===== src/rtl/mem_stage_mc_pkg.sv =====
`default_nettype none
// ============================================================================
// Module      : mem_stage_mc_pkg
// Description : Shared core definitions for the multi-cycle memory stage:
//               memory opcode constants, memory-op / write decode helpers
//               and the memory FSM state encoding.
// Revision    : 1.0 - initial release
// ============================================================================
package mem_stage_mc_pkg;

    // Memory opcodes (instruction[15:11])
    localparam logic [4:0] C_OPC_ST  = 5'b10000;
    localparam logic [4:0] C_OPC_LD  = 5'b10001;
    localparam logic [4:0] C_OPC_STU = 5'b10011;

    // Memory-stage FSM: IDLE accepts a new request, WAIT holds an
    // outstanding one until the memory acknowledges it.
    typedef enum logic [0:0] {
        ST_IDLE = 1'b0,
        ST_WAIT = 1'b1
    } mem_state_t;

    // 100xx except 10010 (which is not a memory access)
    function automatic logic is_mem_op(input logic [4:0] opcode);
        return (opcode[4:2] == 3'b100) && (opcode[1:0] != 2'b10);
    endfunction

    // Stores are the memory ops whose two low opcode bits agree (ST, STU)
    function automatic logic is_mem_write(input logic [4:0] opcode);
        return is_mem_op(opcode) && (opcode[1] == opcode[0]);
    endfunction

endpackage : mem_stage_mc_pkg
`default_nettype wire


===== src/rtl/dest_parser.sv =====
`default_nettype none
// ============================================================================
// Module      : dest_parser
// Description : Combinational destination-register extraction for a 16-bit
//               instruction.
//   instr  in  16  instruction word
//   rd     out 3   destination register index
// Revision    : 1.0 - initial release
// ============================================================================
module dest_parser (
    input  logic [15:0] instr,
    output logic [2:0]  rd
);

    logic [4:0] opcode;
    assign opcode = instr[15:11];

    always_comb begin
        rd = instr[7:5];
        casez (opcode)
            5'b1101?, 5'b111??: rd = instr[4:2];   // register-register ops
            5'b10011,                              // STU writes back Rs
            5'b11000, 5'b10010: rd = instr[10:8];  // LBI / SLBI
            5'b0011?:           rd = 3'd7;         // JAL / JALR link
            default:            rd = instr[7:5];   // immediate ops, LD
        endcase
    end

endmodule : dest_parser
`default_nettype wire


===== src/rtl/mem_fwd_hist.sv =====
`default_nettype none
// ============================================================================
// Module      : mem_fwd_hist
// Description : Shift-register history of recent writeback results used to
//               forward store data. Entry 0 is the youngest; every cycle a
//               new entry is pushed and the oldest one is dropped.
//   clk, rst              clock, asynchronous active-low reset
//   push_valid/rd/data    writeback entry pushed this cycle
//   query_rd              register being looked up
//   hit, hit_data         youngest valid entry matching query_rd
// Revision    : 1.0 - initial release
// ============================================================================
module mem_fwd_hist #(
    parameter int DATA_W    = 16,
    parameter int FWD_DEPTH = 2
) (
    input  logic              clk,
    input  logic              rst,
    input  logic              push_valid,
    input  logic [2:0]        push_rd,
    input  logic [DATA_W-1:0] push_data,
    input  logic [2:0]        query_rd,
    output logic              hit,
    output logic [DATA_W-1:0] hit_data
);

    logic              r_v    [FWD_DEPTH];
    logic [2:0]        r_rd   [FWD_DEPTH];
    logic [DATA_W-1:0] r_data [FWD_DEPTH];

    always_ff @(posedge clk or negedge rst) begin
        if (!rst) begin
            for (int i = 0; i < FWD_DEPTH; i++) begin
                r_v[i]    <= 1'b0;
                r_rd[i]   <= '0;
                r_data[i] <= '0;
            end
        end else begin
            r_v[0]    <= push_valid;
            r_rd[0]   <= push_rd;
            r_data[0] <= push_data;
            for (int i = 1; i < FWD_DEPTH; i++) begin
                r_v[i]    <= r_v[i-1];
                r_rd[i]   <= r_rd[i-1];
                r_data[i] <= r_data[i-1];
            end
        end
    end

    // Scan oldest to youngest so the youngest match overwrites older ones.
    always_comb begin
        hit      = 1'b0;
        hit_data = '0;
        for (int i = FWD_DEPTH - 1; i >= 0; i--) begin
            if (r_v[i] && (r_rd[i] == query_rd)) begin
                hit      = 1'b1;
                hit_data = r_data[i];
            end
        end
    end

endmodule : mem_fwd_hist
`default_nettype wire


===== src/rtl/mem_stage_mc.sv =====
`default_nettype none
// ============================================================================
// Module      : mem_stage_mc
// Description : Multi-cycle pipeline memory stage. Issues one memory request
//               per memory instruction, stalls upstream until the memory
//               acknowledges, forwards store data from recent writebacks and
//               registers results into the M/WB pipeline register.
//   in_valid/instruction_in/incrPC/Xcomp/write_data/RegWrt_in : X/M inputs
//   wb_regwrt/wb_rd/wb_rd_data : current writeback (forwarding source)
//   mem_req/mem_wr/mem_addr/mem_wdata, mem_rdata/mem_ack : memory port
//   stall : freeze upstream stages
//   out_valid/instruction_out/incrPC_out/Xcomp_out/read_data_out/RegWrt_out :
//           M/WB register outputs
//   xm_rd : destination register of instruction_in
// Revision    : 1.0 - initial release
// ============================================================================
module mem_stage_mc
    import mem_stage_mc_pkg::*;
#(
    parameter int DATA_W    = 16,
    parameter int FWD_DEPTH = 2
) (
    input  logic              clk,
    input  logic              rst,
    input  logic              in_valid,
    input  logic [15:0]       instruction_in,
    input  logic [DATA_W-1:0] incrPC,
    input  logic [DATA_W-1:0] Xcomp,
    input  logic [DATA_W-1:0] write_data,
    input  logic              RegWrt_in,
    input  logic              wb_regwrt,
    input  logic [2:0]        wb_rd,
    input  logic [DATA_W-1:0] wb_rd_data,
    output logic              mem_req,
    output logic              mem_wr,
    output logic [DATA_W-1:0] mem_addr,
    output logic [DATA_W-1:0] mem_wdata,
    input  logic [DATA_W-1:0] mem_rdata,
    input  logic              mem_ack,
    output logic              stall,
    output logic              out_valid,
    output logic [15:0]       instruction_out,
    output logic [DATA_W-1:0] incrPC_out,
    output logic [DATA_W-1:0] Xcomp_out,
    output logic [DATA_W-1:0] read_data_out,
    output logic              RegWrt_out,
    output logic [2:0]        xm_rd
);

    mem_state_t        r_state, w_state_nx;
    logic [DATA_W-1:0] r_cap_addr, r_cap_wdata;
    logic              r_cap_wr;

    logic              w_is_mem, w_is_wr, w_complete, w_capture;
    logic [2:0]        w_src_rd;
    logic              w_hist_hit;
    logic [DATA_W-1:0] w_hist_data, w_fwd_data;

    assign w_is_mem = in_valid && is_mem_op(instruction_in[15:11]);
    assign w_is_wr  = is_mem_write(instruction_in[15:11]);
    assign w_src_rd = instruction_in[7:5];

    dest_parser u_dest_parser (
        .instr (instruction_in),
        .rd    (xm_rd)
    );

    mem_fwd_hist #(
        .DATA_W    (DATA_W),
        .FWD_DEPTH (FWD_DEPTH)
    ) u_fwd_hist (
        .clk        (clk),
        .rst        (rst),
        .push_valid (wb_regwrt),
        .push_rd    (wb_rd),
        .push_data  (wb_rd_data),
        .query_rd   (w_src_rd),
        .hit        (w_hist_hit),
        .hit_data   (w_hist_data)
    );

    // The live writeback result is younger than anything in the history.
    always_comb begin
        if (wb_regwrt && (wb_rd == w_src_rd))
            w_fwd_data = wb_rd_data;
        else if (w_hist_hit)
            w_fwd_data = w_hist_data;
        else
            w_fwd_data = write_data;
    end

    always_ff @(posedge clk or negedge rst) begin
        if (!rst) r_state <= ST_IDLE;
        else      r_state <= w_state_nx;
    end

    always_comb begin
        w_state_nx = r_state;
        mem_req    = 1'b0;
        mem_wr     = 1'b0;
        mem_addr   = Xcomp;
        mem_wdata  = w_fwd_data;
        stall      = 1'b0;
        w_complete = 1'b0;
        w_capture  = 1'b0;
        case (r_state)
            ST_IDLE: begin
                if (w_is_mem) begin
                    mem_req = 1'b1;
                    mem_wr  = w_is_wr;
                    if (mem_ack) begin
                        w_complete = 1'b1;
                    end else begin
                        stall      = 1'b1;
                        w_capture  = 1'b1;
                        w_state_nx = ST_WAIT;
                    end
                end
            end
            ST_WAIT: begin
                mem_req   = 1'b1;
                mem_wr    = r_cap_wr;
                mem_addr  = r_cap_addr;
                mem_wdata = r_cap_wdata;
                if (mem_ack) begin
                    w_complete = 1'b1;
                    w_state_nx = ST_IDLE;
                end else begin
                    stall = 1'b1;
                end
            end
            default: w_state_nx = ST_IDLE;
        endcase
    end

    // Freeze the request so the memory sees a stable address and data even
    // if the forwarding sources move on while waiting.
    always_ff @(posedge clk or negedge rst) begin
        if (!rst) begin
            r_cap_addr  <= '0;
            r_cap_wdata <= '0;
            r_cap_wr    <= 1'b0;
        end else if (w_capture) begin
            r_cap_addr  <= Xcomp;
            r_cap_wdata <= w_fwd_data;
            r_cap_wr    <= w_is_wr;
        end
    end

    // M/WB register: bubble on stall, otherwise load this cycle's instruction.
    always_ff @(posedge clk or negedge rst) begin
        if (!rst) begin
            out_valid       <= 1'b0;
            RegWrt_out      <= 1'b0;
            instruction_out <= '0;
            incrPC_out      <= '0;
            Xcomp_out       <= '0;
            read_data_out   <= '0;
        end else if (stall) begin
            out_valid  <= 1'b0;
            RegWrt_out <= 1'b0;
        end else begin
            out_valid       <= in_valid;
            RegWrt_out      <= in_valid && RegWrt_in;
            instruction_out <= instruction_in;
            incrPC_out      <= incrPC;
            Xcomp_out       <= Xcomp;
            read_data_out   <= (w_complete && !mem_wr) ? mem_rdata : '0;
        end
    end

endmodule : mem_stage_mc
`default_nettype wire


===== config.mk =====
export PLATFORM = sky130hd
export DESIGN_NAME = mem_stage_mc
export DESIGN_NICKNAME = d
export VERILOG_FILES = /design/src/rtl/mem_stage_mc_pkg.sv /design/src/rtl/dest_parser.sv /design/src/rtl/mem_fwd_hist.sv /design/src/rtl/mem_stage_mc.sv
export SDC_FILE = /design/constraint.sdc
export NUM_CORES = 1
export LEC_CHECK = 0
export ABC_CLOCK_PERIOD_IN_PS = 3200
export BUFFER_PORTS_ARGS = -buffer_cell sky130_fd_sc_hd__buf_2
export CORE_MARGIN = 8
export CORE_UTILIZATION = 40
export DETAILED_ROUTE_END_ITERATION = 16
export MAX_ROUTING_LAYER = met4
export PLACE_DENSITY_LB_ADDON = 0.3
export SYNTH_ARGS = -nofsm -noshare
export SYNTH_HDL_FRONTEND = slang
export SYNTH_HIERARCHICAL = 1
export SYNTH_SLANG_ARGS = --single-unit

===== constraint.sdc =====
create_clock -name clk -period 3.2 [get_ports clk]
set_input_delay 0.64 -clock clk [delete_from_list [all_inputs] [get_ports clk]]
set_output_delay 0.64 -clock clk [all_outputs]
set_load 0.05 [all_outputs]

==> results of run 1 <==
[cell type report]
class,count,area [um2],area share
multi-input combinational,280,2589,0.3137
clock buffer,21,480.5,0.05823
tap,216,270.3,0.03275
timing repair buffer,222,1177,0.1427
inverter,39,146.4,0.01774
clock inverter,11,83.83,0.01016
sequential,140,3505,0.4247
[metrics by stage]
| stage | power, W | utilization | setup slack (ps) | hold WS, ps | instances |
|---|---|---|---|---|---|
| final | 0.004853 | 0.5232 | 194.2 | 253.1 | 929 |
| after global routing | 0.005084 | 0.5232 | 21.01 | 321.1 | 929 |
| after floorplan | 0.002745 | - | -93.68 | 344.4 | 489 |
| after detailed placement | 0.003049 | 0.4875 | 217.1 | 359.7 | 897 |
| after global placement | 0.003019 | 0.4875 | 268.4 | 357.4 | 897 |
| after CTS | 0.004913 | 0.5232 | 183.2 | 289.8 | 929 |
[critical path, cell delays in order (launching register included)]
cell and delay (ps):
dfrtp_1 400, xnor2_1 140, nand4_1 130, buf_4 320, mux2i_1 280, mux2_2 180
mux2i_1 90, o21ai_1 130, buf_2 270
[worst paths after layout]
check,cells after the start,slack [ps],to,start
setup / recovery,8,190,mem_wdata[4],u_fwd_hist/r_rd[3]
max in group asynchronous,2,2170,u_fwd_hist/r_data[6],rst
min in group clk,1,350,u_fwd_hist/r_data[24],wb_rd_data[8]
hold / removal,1,250,incrPC_out[5],rst
setup reg to reg,3,880,r_cap_wdata[4],r_state
hold reg to reg,0,370,u_fwd_hist/r_data[4],u_fwd_hist/r_data[20]
[synth_stat cells (2+ instances only)]
cell      number
buf_6          5
mux2_4        13
mux2i_1       49
a22o_1        16
xnor2_1        6
o21ai_0       17
nand3b_1       3
and2_1         3
dfrtp_1      140
a32oi_1        3
mux2_2        83
clkbuf_1       8
o221ai_1       3
nand2_1       37
xnor2_2        3
buf_12         2
nor2b_1        2
inv_1         39
nand4_1        3
buf_4          4
nand2b_1       5
buf_2         10
nand4b_1      16
o311ai_0       3
[registers in the layout, indices dropped and copies added (netlist names)]
signal,flops
r_state,1
u_fwd_hist/r_v,2
r_cap_wdata,16
instruction_out,16
r_cap_addr,16
r_cap_wr,1
out_valid,1
Xcomp_out,16
read_data_out,16
incrPC_out,16
u_fwd_hist/r_data,32
u_fwd_hist/r_rd,6
RegWrt_out,1
[logic make-up (layout without fill, tap and decap cells)]
logic type	Yosys count	count (layout)	synth area share
flops	140	140	0.5462
simple gates	79	79	0.07374
mux	145	145	0.2526
buf+inv	69	293	0.05735
xor+xnor	9	9	0.01580
fa+ha+maj	1	1	0.001951
compound gates	46	46	0.05228
[power groups by stage]
stage / Sequential (W) / Combinational, W / Clock, W
floorplan: 0.00220 / 0.000540 / 0
global placement: 0.00206 / 0.000955 / 0
detailed placement: 0.00207 / 0.000975 / 0
CTS: 0.00205 / 0.000977 / 0.00189
global route: 0.00207 / 0.00103 / 0.00198
finish: 0.00204 / 0.000961 / 0.00185
[routing by layer]
layer / vias up / global-route usage / wire, um
li1: 2138 / - / -
met1: 2212 / 0.2086 / 7157
met2: 171 / 0.2680 / 7928
met3: 24 / 0.05676 / 1199
met4: 0 / 0.06320 / 265
met5: - / - / 0
[cells in the final DEF (no fill, tap or decap), types with 2 or more instances in the layout]
| cell | count |
|---|---|
| a22o_1 | 16 |
| a32oi_1 | 3 |
| and2_1 | 3 |
| buf_12 | 2 |
| buf_2 | 207 |
| buf_4 | 12 |
| clkbuf_16 | 17 |
| clkbuf_8 | 4 |
| clkinv_2 | 2 |
| clkinv_4 | 2 |
| clkinvlp_4 | 4 |
| dfrtp_1 | 139 |
| inv_1 | 39 |
| inv_6 | 3 |
| mux2_2 | 83 |
| mux2_4 | 13 |
| mux2i_1 | 49 |
| nand2_1 | 37 |
| nand2b_1 | 5 |
| nand3b_1 | 3 |
| nand4_1 | 3 |
| nand4b_1 | 16 |
| nor2b_1 | 2 |
| o21ai_1 | 6 |
| o21ai_2 | 10 |
| o221ai_1 | 3 |
| o311ai_0 | 3 |
| xnor2_1 | 6 |
| xnor2_2 | 3 |
==> results.py, run 1 <==
metrics = {
    "power_and_ir_drop": {
        "p_leak_nw": 4.300,
        "p_seq_frac": 0.421,
        "power_density_nw_per_um2": 588.1,
        "clock_power_share": 0.381,
        "swShare": 0.3051,
        "p_comb_frac": 0.198,
        "ir_drop_uv": 325.8,
        "p_sw_w": 0.001480,
        "p_int_w": 0.003372,
    },
    "clocking": {
        "cts_tree": "yes",
        "numCtsBuffers": 17,
        "clk_path_buf_depth": 2,
        "ctsResizeCount": 0,
        "cts_sinks": 140,
        "postCtsSetupBuffers": 0,
        "clk_latency_ps": 410,
        "cts_max_level": 4,
        "cts.reportedPaths.clkPinSlew_ps": 60,
        "cts-root-buf": "clkbuf_16",
        "hold_buffers": 0,
    },
    "floorplan": {
        "die-area_um2": 20340,
        "die_x_um": 142.6,
        "core_area_um2": 15770,
        "initial_core_util": 0.4067,
        "die_y_um": 142.6,
        "rows": 46,
        "ios": 209,
    },
    "logic_synthesis": {
        "synth_nets": 595,
        "synth_area_um2": 6414,
        "ys_seq_elements": 140,
        "synth_cell_type_count": 40,
        "ys_top_cells_by_area": "dfrtp_1 55%, mux2_2 15%, mux2i_1 7.6%, mux2_4 3.0%, inv_1 2.3%",
        "synth_top_area_frac": 0.5462,
        "syn_inst": 489,
        "synthFlopType": "dfrtp_1",
        "async_flop_share": 1.000,
        "synth_edf_count": 0,
        "synth_warnings": 6,
        "synth_area_leader_cell": "dfrtp_1",
        "ys_seq_area_frac": 0.5462,
        "avgSynthCellArea_um2": 13.12,
    },
    "worst_setup_path": {
        "cp.required_ps": 2560,
        "endpoint_kind": "output pin",
        "crit_type": "flip-flop to output pin",
        "startpoint_type": "flip-flop",
        "cp.arrival_ps": 2370,
        "critPathMaxFanout": 16,
    },
    "route": {
        "drc": 0,
        "vias": 4545,
        "postRouteAntennaNets": 0,
        "vias_per_cell": 4.892,
        "wl_per_cell_um": 17.82,
        "drt_pass1_iterations": 4,
        "drt-total-wl_um": 16550,
        "drt_iter0_markers": 218,
    },
    "timing": {
        "layout_min_cycle_time_ps": 3006,
        "rsz0062_at_grt": "false",
        "drv_slew": 0,
        "fin_worst_skew_ps": 7.700,
        "tns_ps": 0,
        "max_freq_mhz": 332.7,
        "fin_crit_sh": 0.9393,
        "setup-violations-final": 0,
        "hold_viol": 0,
        "worst_pin_slew_ps": 782.0,
        "slew_headroom": 0.4786,
    },
    "global_route": {
        "gr-usage-all-layers": 0.1734,
        "grt_max_degree": 85,
        "antenna_found_initial": 0,
        "grt_pass1_wl_um": 26540,
        "grt-ovfl-total": 0,
        "grt_pass1_vias": 5060,
    },
    "finish": {
        "nNetsFinal": 806,
        "final_layout_size_suffix_gt1_frac": 0.5203,
        "diodes": 0,
        "fill_cells": 1432,
        "stdcell_area_um2": 8252,
        "area_delta_synth_final_pct": 28.66,
    },
    "placement": {
        "io_buffers": 208,
        "hpwl_um": 12200,
        "gp_congestion": 0.7960,
        "placed_area_um2": 7687,
    },
    "hold_path": {
        "hp-class": "input pin to asynchronous set/reset pin",
    },
    "status": {
        "outcome": "finished, final reports clean",
    },
    "run": {
        "cap_violations": 0,
    },
}
Note: power is estimated with default switching activity, not from simulation.
==> run 2: changes to the inputs <==
- RECOVER_POWER: not set -> 100
==> run 2 against run 1 <==
The flow now finishes with violations (max-capacitance violations, max-slew violations). Largest cell class unchanged. Die area did not move. Clock skew barely moved. Final cell count did not move. Worst hold slack improved by 94 ps. Sequential power barely moved. Setup slack got worse by 9.8 ps. Maximum frequency fell by 0.32%. Combinational power fell by 5.8%. Clock-buffer cell count did not move. Critical path depth did not move.
==> results.py, run 2 (synthesis gave the netlist of run 1 again) <==
metrics = {
    "status": {
        "outcome": "finished with violations",
        "violations": "max-capacitance violations, max-slew violations",
    },
    "route": {
        "vias_per_cell": 4.891,
        "drt_iter0_markers": 193,
        "postRouteAntennaNets": 0,
        "drt-total-wl_um": 16430,
        "wl_per_cell_um": 17.69,
        "drc": 0,
        "vias": 4544,
        "drt_pass1_iterations": 4,
    },
    "finish": {
        "largest_reg_flops": 32,
        "final_cell_mix": "139 x dfrtp_1, 104 x clkbuf_1, 89 x buf_2",
        "nNetsFinal": 806,
        "area_delta_synth_final_pct": 25.32,
        "final_layout_size_suffix_gt1_frac": 0.3534,
        "fill_cells": 1501,
        "regMostFlops": "u_fwd_hist/r_data",
        "diodes": 0,
        "final_common_cell": "dfrtp_1",
    },
    "floorplan": {
        "ios": 209,
        "die-area_um2": 20340,
        "rows": 46,
        "initial_core_util": 0.4067,
        "die_y_um": 142.6,
        "core_area_um2": 15770,
        "die_x_um": 142.6,
    },
    "timing": {
        "slew_headroom": -0.3872,
        "hold_viol": 0,
        "rsz0062_at_grt": "false",
        "tns_ps": 0,
        "fin_crit_sh": 0.9424,
        "drv_slew": 84,
        "max_freq_mhz": 331.6,
        "layout_min_cycle_time_ps": 3016,
        "worst_pin_slew_ps": 2081,
        "fin_worst_skew_ps": 7.526,
        "setup-violations-final": 0,
        "holdWs_ps": 347.5,
    },
    "placement": {
        "gp_congestion": 0.7960,
        "hpwl_um": 12200,
        "io_buffers": 208,
    },
    "worst_setup_path": {
        "r2r_setup_slack_ps": 470,
        "worst_path_max_delay_cell": "dfrtp_1",
        "crit_type": "flip-flop to output pin",
        "crit_path_start": "u_fwd_hist/r_rd[3]",
        "cpMostUsedCell": "mux2i_1",
        "critPathMaxFanout": 16,
        "cp_cell_sequence": "xnor2_1, nand4_1, buf_4, mux2i_1, mux2_2, mux2i_1, o21ai_2, clkbuf_2",
        "critPathMaxStageDelay_ps": 400,
        "crit_family": "multiplexers",
        "endpoint_kind": "output pin",
        "startpoint_type": "flip-flop",
        "r2r_start": "r_state",
        "r2r_end": "r_cap_wdata[4]",
        "cp.required_ps": 2560,
        "cp.arrival_ps": 2380,
        "crit_buf_inv": 2,
        "reg2reg_depth": 3,
    },
    "power_and_ir_drop": {
        "total_power_w": 0.004793,
        "ir_drop_uv": 324.9,
        "power_density_nw_per_um2": 596.3,
        "p_leak_nw": 3.913,
    },
    "hold_path": {
        "worstHoldEndpoint": "u_fwd_hist/r_data[24]",
        "hp-class": "input pin to flip-flop",
        "hold_depth": 1,
        "hp-start": "wb_rd_data[8]",
    },
    "global_route": {
        "antenna_found_initial": 0,
        "grt-ovfl-total": 0,
        "grt_pass1_wl_um": 26540,
        "grt_pass1_vias": 5060,
        "grt_max_degree": 85,
        "gr-usage-all-layers": 0.1734,
    },
    "clocking": {
        "hold_buffers": 0,
        "ctsResizeCount": 0,
        "postCtsSetupBuffers": 0,
        "cts.reportedPaths.clkPinSlew_ps": 60,
        "cts_max_level": 4,
        "cts-root-buf": "clkbuf_16",
        "cts_tree": "yes",
        "numCtsBuffers": 17,
        "clk_path_buf_depth": 2,
        "clk_latency_ps": 410,
        "cts_sinks": 140,
    },
    "run": {
        "cap_violations": 1,
    },
}
[run 2: cell types whose count changed in the layout (fill, tap and decap cells not counted)]
cell      delta
buf_2      -118
clkbuf_1   +104
clkbuf_2    +20
mux2_1      +13
mux2_4      -13
buf_4        -5
buf_6        -1
nor4b_1      +1
nor4b_4      -1
or3_1        +1
or3_2        -1
[run 2: worst max path at each step]
stage               endpoint  slack (ps)  cells past startpoint
3_3_place_gp    mem_wdata[7]         270                      9
3_5_place_dp   mem_wdata[11]         220                      9
6_report       mem_wdata[11]         180                      8
5_1_grt        mem_wdata[11]          20                      8
2_1_floorplan  mem_wdata[10]         -90                      9
4_1_cts        mem_wdata[11]         180                      8
[run 2: power by group]
group          switching (W)  internal [W]
clock network       0.000763       0.00108
registers          0.0000951       0.00195
logic               0.000617      0.000289
total                0.00147       0.00332
[run 2: metal layers]
layer	vias to the layer above	share of wire	track usage
li1	2140	-	-
met1	2220	0.43	0.2086
met2	163	0.48	0.2680
met3	21	0.069	0.05676
met4	0	0.016	0.06320
met5	-	0	-
[run 2: per-stage QoR]
step                      instances    util  setup slack (ps)  instance area [um2]
after floorplan                 489       -            -93.68                 6451
after global placement          897  0.4875             268.4                 7687
after detailed placement        897  0.4875             217.1                 7687
after CTS                       929  0.5232             183.2                 8252
after global routing            929  0.5097             17.69                 8038
final                           929  0.5097             184.4                 8038
[run 2: final cells by class]
type,count,area (um2),share of cell area
clock buffer,21,480.5,0.05978
clock inverter,11,83.83,0.01043
inverter,39,146.4,0.01821
multi-input combinational,280,2524,0.3140
sequential,140,3505,0.4360
tap,216,270.3,0.03362
timing repair buffer,222,1028,0.1280
==> run 3: changes to the inputs <==
- ABC_CLOCK_PERIOD_IN_PS: 3200 -> 3400
- clock period: 3.2 -> 3.4 ns (I/O delays scaled with it)
==> run 3 against run 2 <==
The flow still finishes with violations (max-capacitance violations, max-slew violations). Largest cell class unchanged. Highest routed layer unchanged. Total power down 0.57%. Wire length increased by 0.57%. Final cell count is 0.22% lower.
==> results.py, run 3 (synthesis gave the netlist of run 1 again) <==
metrics = {
    "timing": {
        "slew_headroom": -0.2154,
        "rsz0062_at_grt": "false",
        "fin_crit_sh": 0.9045,
        "setup_ws_ps": 324.7,
        "layout_min_cycle_time_ps": 3075,
        "holdWs_ps": 373.5,
        "tns_ps": 0,
        "drv_slew": 76,
        "setup-violations-final": 0,
        "worst_pin_slew_ps": 1823,
        "max_freq_mhz": 325.2,
        "fin_worst_skew_ps": 7.375,
        "hold_viol": 0,
    },
    "clocking": {
        "cts-root-buf": "clkbuf_16",
        "clk_path_buf_depth": 2,
        "postCtsSetupBuffers": 0,
        "cts_max_level": 4,
        "cts_sinks": 140,
        "numCtsBuffers": 17,
        "ctsResizeCount": 0,
        "hold_buffers": 0,
        "clk_latency_ps": 420,
        "cts.reportedPaths.clkPinSlew_ps": 60,
        "cts_tree": "yes",
    },
    "finish": {
        "area_delta_synth_final_pct": 26.20,
        "regMostFlops": "u_fwd_hist/r_data",
        "largest_reg_flops": 32,
        "final_layout_size_suffix_gt1_frac": 0.3502,
        "fin_cells": 927,
        "final_common_cell": "dfrtp_1",
        "diodes": 0,
        "nNetsFinal": 804,
        "final_cell_mix": "139 x dfrtp_1, 104 x clkbuf_1, 85 x buf_2",
    },
    "floorplan": {
        "die_x_um": 142.6,
        "ios": 209,
        "initial_core_util": 0.4067,
        "rows": 46,
        "core_area_um2": 15770,
        "die_y_um": 142.6,
        "die-area_um2": 20340,
    },
    "power_and_ir_drop": {
        "p_leak_nw": 3.934,
        "p_comb_frac": 0.179,
        "p_sw_w": 0.001392,
        "p_seq_frac": 0.404,
        "p_int_w": 0.003374,
        "ir_drop_uv": 320.6,
        "power_density_nw_per_um2": 588.8,
        "swShare": 0.2920,
        "clock_power_share": 0.417,
    },
    "route": {
        "vias_per_cell": 4.899,
        "wl_per_cell_um": 17.83,
        "vias": 4541,
        "drt_iter0_markers": 175,
        "drt-total-wl_um": 16530,
        "drc": 0,
        "drt_pass1_iterations": 4,
        "postRouteAntennaNets": 0,
    },
    "global_route": {
        "grt_pass1_vias": 5031,
        "grt_max_degree": 76,
        "antenna_found_initial": 0,
        "grt-ovfl-total": 0,
        "gr-usage-all-layers": 0.1741,
        "grt_pass1_wl_um": 26560,
    },
    "worst_setup_path": {
        "crit_type": "input pin to output pin",
        "critPathMaxStageDelay_ps": 280,
        "cp_cell_sequence": "buf_2, xnor2_1, nand4_1, buf_4, mux2i_1, mux2_2, mux2i_1, o21ai_2, clkbuf_2",
        "cp.arrival_ps": 2400,
        "cpMostUsedCell": "mux2i_1",
        "startpoint_type": "input pin",
        "critPathMaxFanout": 16,
        "cp.required_ps": 2720,
        "worst_path_max_delay_cell": "mux2_2",
        "endpoint_kind": "output pin",
    },
    "placement": {
        "dp.cells": 895,
        "gp_congestion": 0.7978,
        "hpwl_um": 12350,
        "io_buffers": 208,
        "dp_slack_ps": 343.1,
    },
    "run": {
        "cap_violations": 1,
    },
    "status": {
        "violations": "max-capacitance violations, max-slew violations",
        "outcome": "finished with violations",
    },
    "hold_path": {
        "hp-class": "flip-flop to flip-flop",
    },
}
## run 3: changes by cell type in the layout (fill, tap and decap cells not counted), moves of 2 or more
cell / previous run / this run
clkbuf_2: 20 / 22
inv_6: 3 / 1
clkbuf_8: 4 / 2
buf_2: 89 / 85
bufinv_16: 0 / 4
## run 3: cell type report
cell class	instances	area [um2]
Timing Repair Buffer	220	1006
Inverter	39	146.4
Sequential cell	140	3505
Clock buffer	19	452.9
Fill cell	1466	7676
Clock inverter	13	190.2
Tap cell	216	270.3
Multi-Input combinational cell	280	2524
## run 3: routing by layer
| metal | up-vias | global-route usage | share of wire | routed length (um) |
|---|---|---|---|---|
| li1 | 2130 | - | - | - |
| met1 | 2209 | 0.1986 | 0.41 | 6833 |
| met2 | 180 | 0.2758 | 0.49 | 8148 |
| met4 | 0 | 0.05872 | 0.012 | 202 |
| met5 | - | - | 0 | 0 |
| met3 | 22 | 0.06845 | 0.081 | 1341 |
## run 3: path summary, 6_finish.rpt
path	start	endpoint	slack [ps]	cells past startpoint
worst max-delay path	instruction_in[5]	mem_wdata[8]	320	9
worst min-delay path	u_fwd_hist/r_data[27]	u_fwd_hist/r_data[11]	370	0
worst max register to register	r_state	r_cap_wdata[1]	710	3
worst min register to register	u_fwd_hist/r_data[27]	u_fwd_hist/r_data[11]	370	0
max in group asynchronous	rst	incrPC_out[3]	770	2
min in group asynchronous	rst	incrPC_out[1]	750	1
## run 3: critical path: cells and delay by family
family	cells	cell delay, ps
AND/OR/NAND/NOR	1	130
buffers and inverters	3	660
multiplexers	3	670
XOR/XNOR	1	170
AO/OA/AOI/OAI	1	80
## run 3: metrics by stage
step / util / instance area, um2 / total power [W]
after floorplan: - / 6451 / 0.002583
after global placement: 0.4865 / 7672 / 0.002838
after detailed placement: 0.4865 / 7672 / 0.002870
after CTS: 0.5273 / 8315 / 0.004883
after global routing: 0.5133 / 8094 / 0.004977
final: 0.5133 / 8094 / 0.004765
## run 3: power groups by stage
stage          clock network [W]  logic [W]  registers [W]
2_1_floorplan                  0   0.000508        0.00208
3_3_place_gp                   0   0.000896        0.00194
3_5_place_dp                   0   0.000915        0.00195
4_1_cts                  0.00204   0.000920        0.00193
5_1_grt                  0.00212   0.000916        0.00194
6_report                 0.00199   0.000851        0.00193
